$ cat config.mk
export PLATFORM = sky130hd
export DESIGN_NAME = ps2_direction_decoder
export DESIGN_NICKNAME = d
export VERILOG_FILES = /design/src/rtl/ps2_direction_decoder.sv
export SDC_FILE = /design/constraint.sdc
export NUM_CORES = 1
export LEC_CHECK = 0
export ABC_AREA = 1
export CAP_MARGIN = 10
export CORE_MARGIN = 2
export CORE_UTILIZATION = 55
export DETAILED_ROUTE_END_ITERATION = 10
export PLACE_DENSITY = 0.72
export SLEW_MARGIN = 20
export SYNTH_ARGS = -nofsm -noshare
export SYNTH_HDL_FRONTEND = slang
export SYNTH_SLANG_ARGS = --single-unit
$ cat constraint.sdc
create_clock -name clk -period 2.9 [get_ports clk]
set_clock_uncertainty 0.05 [all_clocks]
set_input_delay 0.725 -clock clk [delete_from_list [all_inputs] [get_ports clk]]
set_output_delay 0.725 -clock clk [all_outputs]
set_load 0.02 [all_outputs]
$ cat src/rtl/ps2_direction_decoder.sv
// ps2_direction_decoder
// PS/2 device-to-host receiver with key-state tracking for the movement keys
// (W/A/S/D) and the fire key (Space). Produces a one-hot direction code
// (0001 up, 0010 down, 0100 left, 1000 right) and a boom flag.
// Optional build macro: PS2_ARROW_EN -- when defined, E0-prefixed arrow-key
// codes also drive the direction flags.
module ps2_direction_decoder #(
    parameter int SYNC_STAGES    = 2,
    parameter int TIMEOUT_CYCLES = 100000
) (
    input  logic       clk,
    input  logic       rst,
    input  logic       ps2_clk,
    input  logic       ps2_data,
    output logic [3:0] direction,
    output logic       boom,
    output logic       key_valid,
    output logic [7:0] scan_code,
    output logic       frame_err
);

    localparam int CNT_W = $clog2(TIMEOUT_CYCLES + 1);
    localparam logic [CNT_W-1:0] TO_LAST = CNT_W'(TIMEOUT_CYCLES - 1);

    typedef enum logic [1:0] {
        ST_IDLE   = 2'd0,
        ST_DATA   = 2'd1,
        ST_PARITY = 2'd2,
        ST_STOP   = 2'd3
    } rx_state_t;

    // True when data bits plus the parity bit contain an odd number of ones.
    function automatic logic odd_parity_ok(input logic [7:0] d, input logic p);
        return ^{d, p};
    endfunction

    logic [SYNC_STAGES-1:0] clk_sync_r;
    logic [SYNC_STAGES-1:0] data_sync_r;
    logic                   clk_prev_r;
    logic                   fall_s;
    logic                   data_s;

    rx_state_t              state_r;
    logic [2:0]             bit_cnt_r;
    logic [7:0]             shift_r;
    logic                   parity_r;
    logic [CNT_W-1:0]       to_cnt_r;

    logic                   accept_s;
    logic                   err_s;
    logic                   timeout_s;

    logic [3:0]             held_r;
    logic [1:0]             last_r;
    logic                   fire_r;
    logic                   brk_r;
    logic                   ext_r;

    logic [3:0]             held_nxt_s;
    logic [1:0]             last_nxt_s;
    logic                   fire_nxt_s;
    logic                   brk_nxt_s;
    logic                   ext_nxt_s;
    logic                   hit_dir_s;
    logic                   hit_fire_s;
    logic [1:0]             key_idx_s;
    logic [3:0]             dir_nxt_s;

    // Synchronise the asynchronous PS/2 lines; idle level of both is high.
    always_ff @(posedge clk) begin
        if (rst) begin
            clk_sync_r  <= {SYNC_STAGES{1'b1}};
            data_sync_r <= {SYNC_STAGES{1'b1}};
            clk_prev_r  <= 1'b1;
        end else begin
            clk_sync_r  <= {clk_sync_r[SYNC_STAGES-2:0], ps2_clk};
            data_sync_r <= {data_sync_r[SYNC_STAGES-2:0], ps2_data};
            clk_prev_r  <= clk_sync_r[SYNC_STAGES-1];
        end
    end

    assign fall_s    = clk_prev_r & ~clk_sync_r[SYNC_STAGES-1];
    assign data_s    = data_sync_r[SYNC_STAGES-1];
    assign timeout_s = (state_r != ST_IDLE) && !fall_s && (to_cnt_r == TO_LAST);
    assign accept_s  = fall_s && (state_r == ST_STOP) && data_s
                       && odd_parity_ok(shift_r, parity_r);
    assign err_s     = (fall_s && (state_r == ST_STOP) && !accept_s) || timeout_s;

    // Frame receiver: one transition per falling PS/2 clock edge, with an
    // inactivity timeout that abandons any partial frame.
    always_ff @(posedge clk) begin
        if (rst) begin
            state_r   <= ST_IDLE;
            bit_cnt_r <= 3'd0;
            shift_r   <= 8'h00;
            parity_r  <= 1'b0;
            to_cnt_r  <= '0;
        end else if (timeout_s) begin
            state_r  <= ST_IDLE;
            to_cnt_r <= '0;
        end else begin
            if (state_r == ST_IDLE || fall_s) begin
                to_cnt_r <= '0;
            end else begin
                to_cnt_r <= to_cnt_r + {{(CNT_W-1){1'b0}}, 1'b1};
            end
            if (fall_s) begin
                case (state_r)
                    ST_IDLE: begin
                        if (!data_s) begin
                            state_r   <= ST_DATA;
                            bit_cnt_r <= 3'd0;
                        end else begin
                            state_r <= ST_IDLE;
                        end
                    end
                    ST_DATA: begin
                        shift_r   <= {data_s, shift_r[7:1]};
                        bit_cnt_r <= bit_cnt_r + 3'd1;
                        if (bit_cnt_r == 3'd7) begin
                            state_r <= ST_PARITY;
                        end else begin
                            state_r <= ST_DATA;
                        end
                    end
                    ST_PARITY: begin
                        parity_r <= data_s;
                        state_r  <= ST_STOP;
                    end
                    ST_STOP: begin
                        state_r <= ST_IDLE;
                    end
                    default: begin
                        state_r <= ST_IDLE;
                    end
                endcase
            end else begin
                state_r <= state_r;
            end
        end
    end

    // Decode the accepted byte into next held-key, prefix and direction state.
    always_comb begin
        held_nxt_s = held_r;
        last_nxt_s = last_r;
        fire_nxt_s = fire_r;
        brk_nxt_s  = brk_r;
        ext_nxt_s  = ext_r;
        hit_dir_s  = 1'b0;
        hit_fire_s = 1'b0;
        key_idx_s  = 2'd0;
        dir_nxt_s  = 4'b0000;

        if (!ext_r) begin
            case (shift_r)
                8'h1D:   begin hit_dir_s = 1'b1; key_idx_s = 2'd0; end
                8'h1B:   begin hit_dir_s = 1'b1; key_idx_s = 2'd1; end
                8'h1C:   begin hit_dir_s = 1'b1; key_idx_s = 2'd2; end
                8'h23:   begin hit_dir_s = 1'b1; key_idx_s = 2'd3; end
                8'h29:   begin hit_fire_s = 1'b1; end
                default: begin hit_dir_s = 1'b0; end
            endcase
        end else begin
`ifdef PS2_ARROW_EN
            case (shift_r)
                8'h75:   begin hit_dir_s = 1'b1; key_idx_s = 2'd0; end
                8'h72:   begin hit_dir_s = 1'b1; key_idx_s = 2'd1; end
                8'h6B:   begin hit_dir_s = 1'b1; key_idx_s = 2'd2; end
                8'h74:   begin hit_dir_s = 1'b1; key_idx_s = 2'd3; end
                default: begin hit_dir_s = 1'b0; end
            endcase
`else
            hit_dir_s = 1'b0;
`endif
        end

        if (accept_s) begin
            if (shift_r == 8'hF0) begin
                brk_nxt_s = 1'b1;
            end else if (shift_r == 8'hE0) begin
                ext_nxt_s = 1'b1;
            end else begin
                if (hit_dir_s) begin
                    held_nxt_s[key_idx_s] = ~brk_r;
                    // A repeat make of an already-held key leaves arbitration alone.
                    if (!brk_r && !held_r[key_idx_s]) begin
                        last_nxt_s = key_idx_s;
                    end else begin
                        last_nxt_s = last_r;
                    end
                end else if (hit_fire_s) begin
                    fire_nxt_s = ~brk_r;
                end else begin
                    held_nxt_s = held_r;
                end
                brk_nxt_s = 1'b0;
                ext_nxt_s = 1'b0;
            end
        end else if (err_s) begin
            brk_nxt_s = 1'b0;
            ext_nxt_s = 1'b0;
        end else begin
            held_nxt_s = held_r;
        end

        if (held_nxt_s[last_nxt_s]) begin
            dir_nxt_s = 4'b0001 << last_nxt_s;
        end else if (held_nxt_s[0]) begin
            dir_nxt_s = 4'b0001;
        end else if (held_nxt_s[1]) begin
            dir_nxt_s = 4'b0010;
        end else if (held_nxt_s[2]) begin
            dir_nxt_s = 4'b0100;
        end else if (held_nxt_s[3]) begin
            dir_nxt_s = 4'b1000;
        end else begin
            dir_nxt_s = 4'b0000;
        end
    end

    // Register key state and all outputs; pulses last exactly one cycle.
    always_ff @(posedge clk) begin
        if (rst) begin
            held_r    <= 4'b0000;
            last_r    <= 2'd0;
            fire_r    <= 1'b0;
            brk_r     <= 1'b0;
            ext_r     <= 1'b0;
            direction <= 4'b0000;
            boom      <= 1'b0;
            key_valid <= 1'b0;
            scan_code <= 8'h00;
            frame_err <= 1'b0;
        end else begin
            held_r    <= held_nxt_s;
            last_r    <= last_nxt_s;
            fire_r    <= fire_nxt_s;
            brk_r     <= brk_nxt_s;
            ext_r     <= ext_nxt_s;
            direction <= dir_nxt_s;
            boom      <= fire_nxt_s;
            key_valid <= accept_s;
            frame_err <= err_s;
            if (accept_s) begin
                scan_code <= shift_r;
            end else begin
                scan_code <= scan_code;
            end
        end
    end

endmodule

* Word-level counts from Yosys, hierarchy flattened
Cells that the tools add are included.
** Operators by class
- Muxes and demuxes :: 39
- Reduce and logical (&&, ||, !) cells :: 28
- Bitwise operators :: 7
- Shift-type cells :: 1
- Equality and inequality tests :: 15
- $lt $le $gt $ge :: 3
- Add/subtract/negate cells :: 2
** Operator list (count)
- $mux 4 :: 9
- $eq 8x5->1 const B :: 3
- $add 17x1->17 const B :: 1
- $eq 17x17->1 const B :: 1
- $eq 8x6->1 const B :: 2
- $eq 8x8->1 const B :: 2
- $mux 1 :: 15
- $mux 2 :: 7
- $reduce_xor 9->1 :: 1
- $logic_and 1x1->1 :: 8
- $pmux 2 s4 :: 1
- $lt 2x3->1 const B :: 2
- $not 1->1 :: 6
- $pmux 2 s3 :: 1
- $pmux 3 s2 :: 1
- $reduce_and 3->1 :: 2
- $reduce_bool 2->1 :: 3
- $reduce_and 5->1 :: 1
- $bmux 1 s2 :: 2
- $bwmux 4 :: 1
- $eq 2x2->1 const B :: 2
- $logic_not 1->1 :: 4
- $ne 2x2->1 const B :: 2
- $reduce_and 2->1 :: 2
- 15 further kinds :: 16
** Word-level totals
- Output and inout bits :: 15
- Register bits after elaboration :: 59
- Input bits :: 4

* Depth between registers and ports, before layout
- Depth after elaboration :: 17
- Gate-level depth with buffers :: 20

* Least setup slack after synthesis
No wires, ideal clock.
- Path kind :: flip-flop to flip-flop
- Start point :: register to_cnt_r[0]
- End point :: register to_cnt_r[16]
- Period minus slack after synthesis :: 2.073 ns
- Arrival :: 1.901 ns
- Library setup time :: 0.122 ns
- Stages on the path, launching flop included :: 12
- Setup slack :: 0.827 ns
- Cells stage by stage :: dfxtp_1 > ha_1 > nand2_1 > nor2_1 > inv_1 > nor3_1 > nand3_1 > nor4_1 > nand3_1 > nor2_1 > and3_1 > nor3_1
** On the way
- Word-level cells in the longest chain between the ends :: 3
- Elaborated cells between the ends (all ways) :: 4
- Classes of those cells :: add/sub: 1; eq/ne: 1; reduce/logical: 2
** Ends and longest elaborated chain
- start: declaration :: line 47 : logic [CNT_W-1:0] to_cnt_r;
- start signal: assignment :: line 105 : to_cnt_r <= to_cnt_r + {{(CNT_W-1){1'b0}}, 1'b1};
- branches (longest 3 deep; another with $add 17x1->17)
Several ways; the timed one is not identified.
A chain may end at the register's enable or synchronous reset.

* Worst setup path after layout
- Start point :: register shift_r[3]
- End point :: register direction[1]
** On the way
- Word-level cells in the longest chain between the ends :: 16
- Elaborated cells between the ends (all ways) :: 39
- Classes of those cells :: order compare: 2; eq/ne: 6; shift: 1; mux: 24; reduce/logical: 6
** Ends and longest elaborated chain
- start: declaration :: line 45 : logic [7:0] shift_r;
- start signal: assignment :: line 118 : shift_r <= {data_s, shift_r[7:1]};
- $eq 8x6->1 / $eq 8x5->1 (equally long branches) :: line 156 : case (shift_r)
- $pmux 2 s3 :: line 156
- $mux 2 :: line 155 : if (!ext_r) begin
- $lt 2x3->1 (implied by the code) / $ge 2x1->1 (equally long branches) :: line 185 : held_nxt_s[key_idx_s] = ~brk_r;
- $logic_and 1x1->1 (implied by the code) :: line 185
- $mux 1 (implied by the code) :: line 185
- $demux 1 s2 :: line 185
- $bwmux 4 :: line 185
- $mux 4 :: line 184 : if (hit_dir_s) begin
- $mux 4 :: line 181 : end else if (shift_r == 8'hE0) begin
- $mux 4 :: line 179 : if (shift_r == 8'hF0) begin
- $mux 4 :: line 178 : if (accept_s) begin
- $mux 4 :: line 213 : end else if (held_nxt_s[2]) begin
- $mux 4 :: line 211 : end else if (held_nxt_s[1]) begin
- $mux 4 :: line 209 : end else if (held_nxt_s[0]) begin
- $mux 4 (*) :: line 207 : if (held_nxt_s[last_nxt_s]) begin
- end signal: assignment :: line 241 : direction <= dir_nxt_s;
- end: declaration :: line 15 : output logic [3:0] direction,
Every way passes the cells marked *; elsewhere a longest branch is shown, timed or not. The select of a mux whose other input is x is not followed.

==> results.yml <==
logic_synthesis:
  synth_flop_cell: "dfxtp_1"
  yosysWarnings: 0
  yosysSeqAreaShare_pct: 39.2
  netlist_area_sq_um: 3020
  synth.area.top_cells: "dfxtp_1 39%, nand2_1 12%, nor2_1 7.8%"
  yosysTopAreaCell: "dfxtp_1"
  yosysUniqueCellTypes: 38
  synth_edf_count: 0
  synth_nets: 444
  synth_common_cells: "98 x nand2_1, 63 x nor2_1, 59 x dfxtp_1"
  syn_inst: 437
  yosys.cell_count.top_type: "nand2_1"
  syn_area_per_cell_sq_um: 6.90
  synth-seq-cells: 59
  synth_top_area_share_pct: 39.2
  synthArstFlopShare_pct: 0
cts:
  clockBufferDepth: 2
  hold_buffers: 0
  clk_latency_ns: 0.34
  cts_tree: "built"
  postCtsSetupRepairBufs: 0
  numCtsBuffers: 9
  root_buffer: "clkbuf_8"
  cts_resized: 0
  clock-sinks: 59
  clk_pin_slew_ns: 0.07
  h-tree-depth: 3
outcome:
  status: "finished clean"
setup_path:
  crit_required_ns: 3.12
  critical_path_class: "reg2reg"
  reg2reg_depth: 18
  cp-end-kind: "flip-flop"
  worst_setup_path_start_kind: "flip-flop"
  cp_max_fo: 25
  r2r_start: "shift_r[3]$_SDFFE_PP0P_"
  r2r-end: "direction[1]$_SDFF_PP0_"
  regToRegSetupSlack_ns: 0.44
  worstPathArrival_ns: 2.67
drt:
  route.detailed.drc: 0
  drtPass1Iterations: 4
  vias: 2737
  wirelength_mm: 6.17
  first_iter_violations: 171
  vias_per_cell: 5.13
  avgRoutedWirePerCell_microns: 11.6
  drtAntennaViolNets: 0
placement:
  routabilityCongestion: 0.925
  dp_cells: 519
  dpl_cell_area_sq_um: 3260
  dp_hpwl_mm: 4.53
  dp_slack_ns: 0.476
  port_buffers: 18
die:
  die_y_microns: 78.1
  dieWidth_microns: 78.1
  ios: 19
  start_util_pct: 58.0
  core_area_sq_um: 5200
  rows: 26
  dieArea_sq_um: 6090
layout:
  area_growth_pct: 14.5
  nets: 467
  fin_cells: 534
  layout-drive-gt1-share_pct: 15.1
  final-seq-area_sq_um: 1180
  multi_input_area_sq_um: 1590
  fillers: 493
  final_area_sq_um: 3450
  diodes: 0
  fin_util_pct: 66.4
grt:
  grt_pass1_vias: 2488
  grt_max_degree: 26
  grt_remaining_overflow: 0
  antenna_found_initial: 0
  grt_usage_pct: 22.4
  grt_pass1_wl_mm: 11.0
timing:
  worstMarginPinSlew_ns: 0.504
  max-slew-margin-rel_pct: 66.3
  hold_viol: 0
  min_period_ns: 2.46
  period_share_pct: 84.8
  finalSetupViolations: 0
  setup_slack_ns: 0.442
  fmax_ghz: 0.407
  slew_viol_final: 0
  tns_ns: 0
  rsz0062_at_grt: "no"
worst_hold_path:
  hold_depth: 1
  min_to: "clk_sync_r[1]$_SDFF_PP1_"
  min_from: "clk_sync_r[0]$_SDFF_PP1_"
  holdCritPathClass: "reg2reg"
power_and_ir_drop:
  ir_drop_mv: 0.344
  pwr_density_cell_nw_per_um2: 463
  leakagePower_nw: 1.47
run:
  max_cap_viol_count: 0
## stage by stage
stage / total power, mW / hold slack (ns)
floorplan: 0.861 / 0.339
finish: 1.60 / 0.363
global route: 1.65 / 0.382
global placement: 0.871 / 0.343
CTS: 1.61 / 0.369
detailed placement: 0.872 / 0.356
## power by group
part	internal, mW	total (mW)	switching (mW)
combinational	0.0134	0.0359	0.0225
sequential	0.815	0.818	0.00340
clock	0.438	0.745	0.306
## area by class of cell
type | count | area share, %
multi-input cells | 318 | 46.1
flip-flops and latches | 59 | 34.2
repair buffers | 22 | 6.08
inverters | 50 | 5.43
clock buffers | 13 | 4.60
well taps | 70 | 2.54
clock inverters | 2 | 1.01
## per-layer routing
| layer | GRT usage (%) | vias to the layer above | wire length [microns] |
|---|---|---|---|
| met5 | 0 | - | 0 |
| met4 | 10.0 | 0 | 115 |
| met3 | 3.79 | 10 | 126 |
| met2 | 36.0 | 34 | 2800 |
| met1 | 29.7 | 1234 | 3130 |
| li1 | - | 1459 | - |
## how the worst max path moves through the flow
stage          slack [ns]                       to                    start  cells past startpoint
4_1_cts              0.46  direction[1]$_SDFF_PP0_  shift_r[3]$_SDFFE_PP0P_                     18
3_3_place_gp         0.54  to_cnt_r[12]$_SDFF_PP0_                      rst                      5
5_1_grt              0.15  to_cnt_r[16]$_SDFF_PP0_   to_cnt_r[0]$_SDFF_PP0_                     11
2_1_floorplan        0.83  to_cnt_r[16]$_SDFF_PP0_   to_cnt_r[0]$_SDFF_PP0_                     11
6_report             0.44  direction[1]$_SDFF_PP0_  shift_r[3]$_SDFFE_PP0P_                     18
3_5_place_dp         0.48  to_cnt_r[12]$_SDFF_PP0_                      rst                      5
## critical path: stages (launching register included)
cell and delay [ns]:
dfxtp_1 0.47, inv_2 0.10, nand2_1 0.08, nand2_2 0.07, inv_2 0.05, nand2_1 0.04, nand2_1 0.08, nand2_1 0.07
nand3_2 0.09, nand2_2 0.09, nor2_8 0.29, nand2_1 0.09, o21ai_1 0.18, nand3_1 0.13, nand2_1 0.10, nand2_2 0.10
nand3_1 0.12, nand2_1 0.05, nor2_1 0.13
## cell usage in the layout, fill, tap and decap left out, drive strengths merged
cell	synthesis	routed
inv	49	49
and3	1	1
nand4	8	8
o21bai	2	2
clkinv	1	2
a211oi	1	1
o21a	1	1
o21ai	25	25
a31oi	1	1
clkbuf	6	13
nor4	6	6
nor3	8	8
nor3b	3	3
nor2	69	69
o211ai	3	3
dfxtp	59	59
ha	3	3
or2	7	7
buf	4	4
bufinv	0	1
xor2	1	1
nand2	116	116
clkdlybuf4s50	0	18
nand3	24	24
a21oi	38	38
nand3b	1	1
## cells by family after synthesis
family          synth area share (%)
fa+ha+maj                       1.24
xor+xnor                       0.290
compound gates                  12.9
simple gates                    38.4
buf+inv                         8.00
flops                           39.2
## state kept, by name (all words and copies together) (netlist names), 2 cells and up, named ones only
register     flops
scan_code        8
bit_cnt_r        3
held_r           4
to_cnt_r        17
data_sync_r      2
shift_r          8
clk_sync_r       2
last_r           2
direction        4
Power figures use the tool's default switching activity.
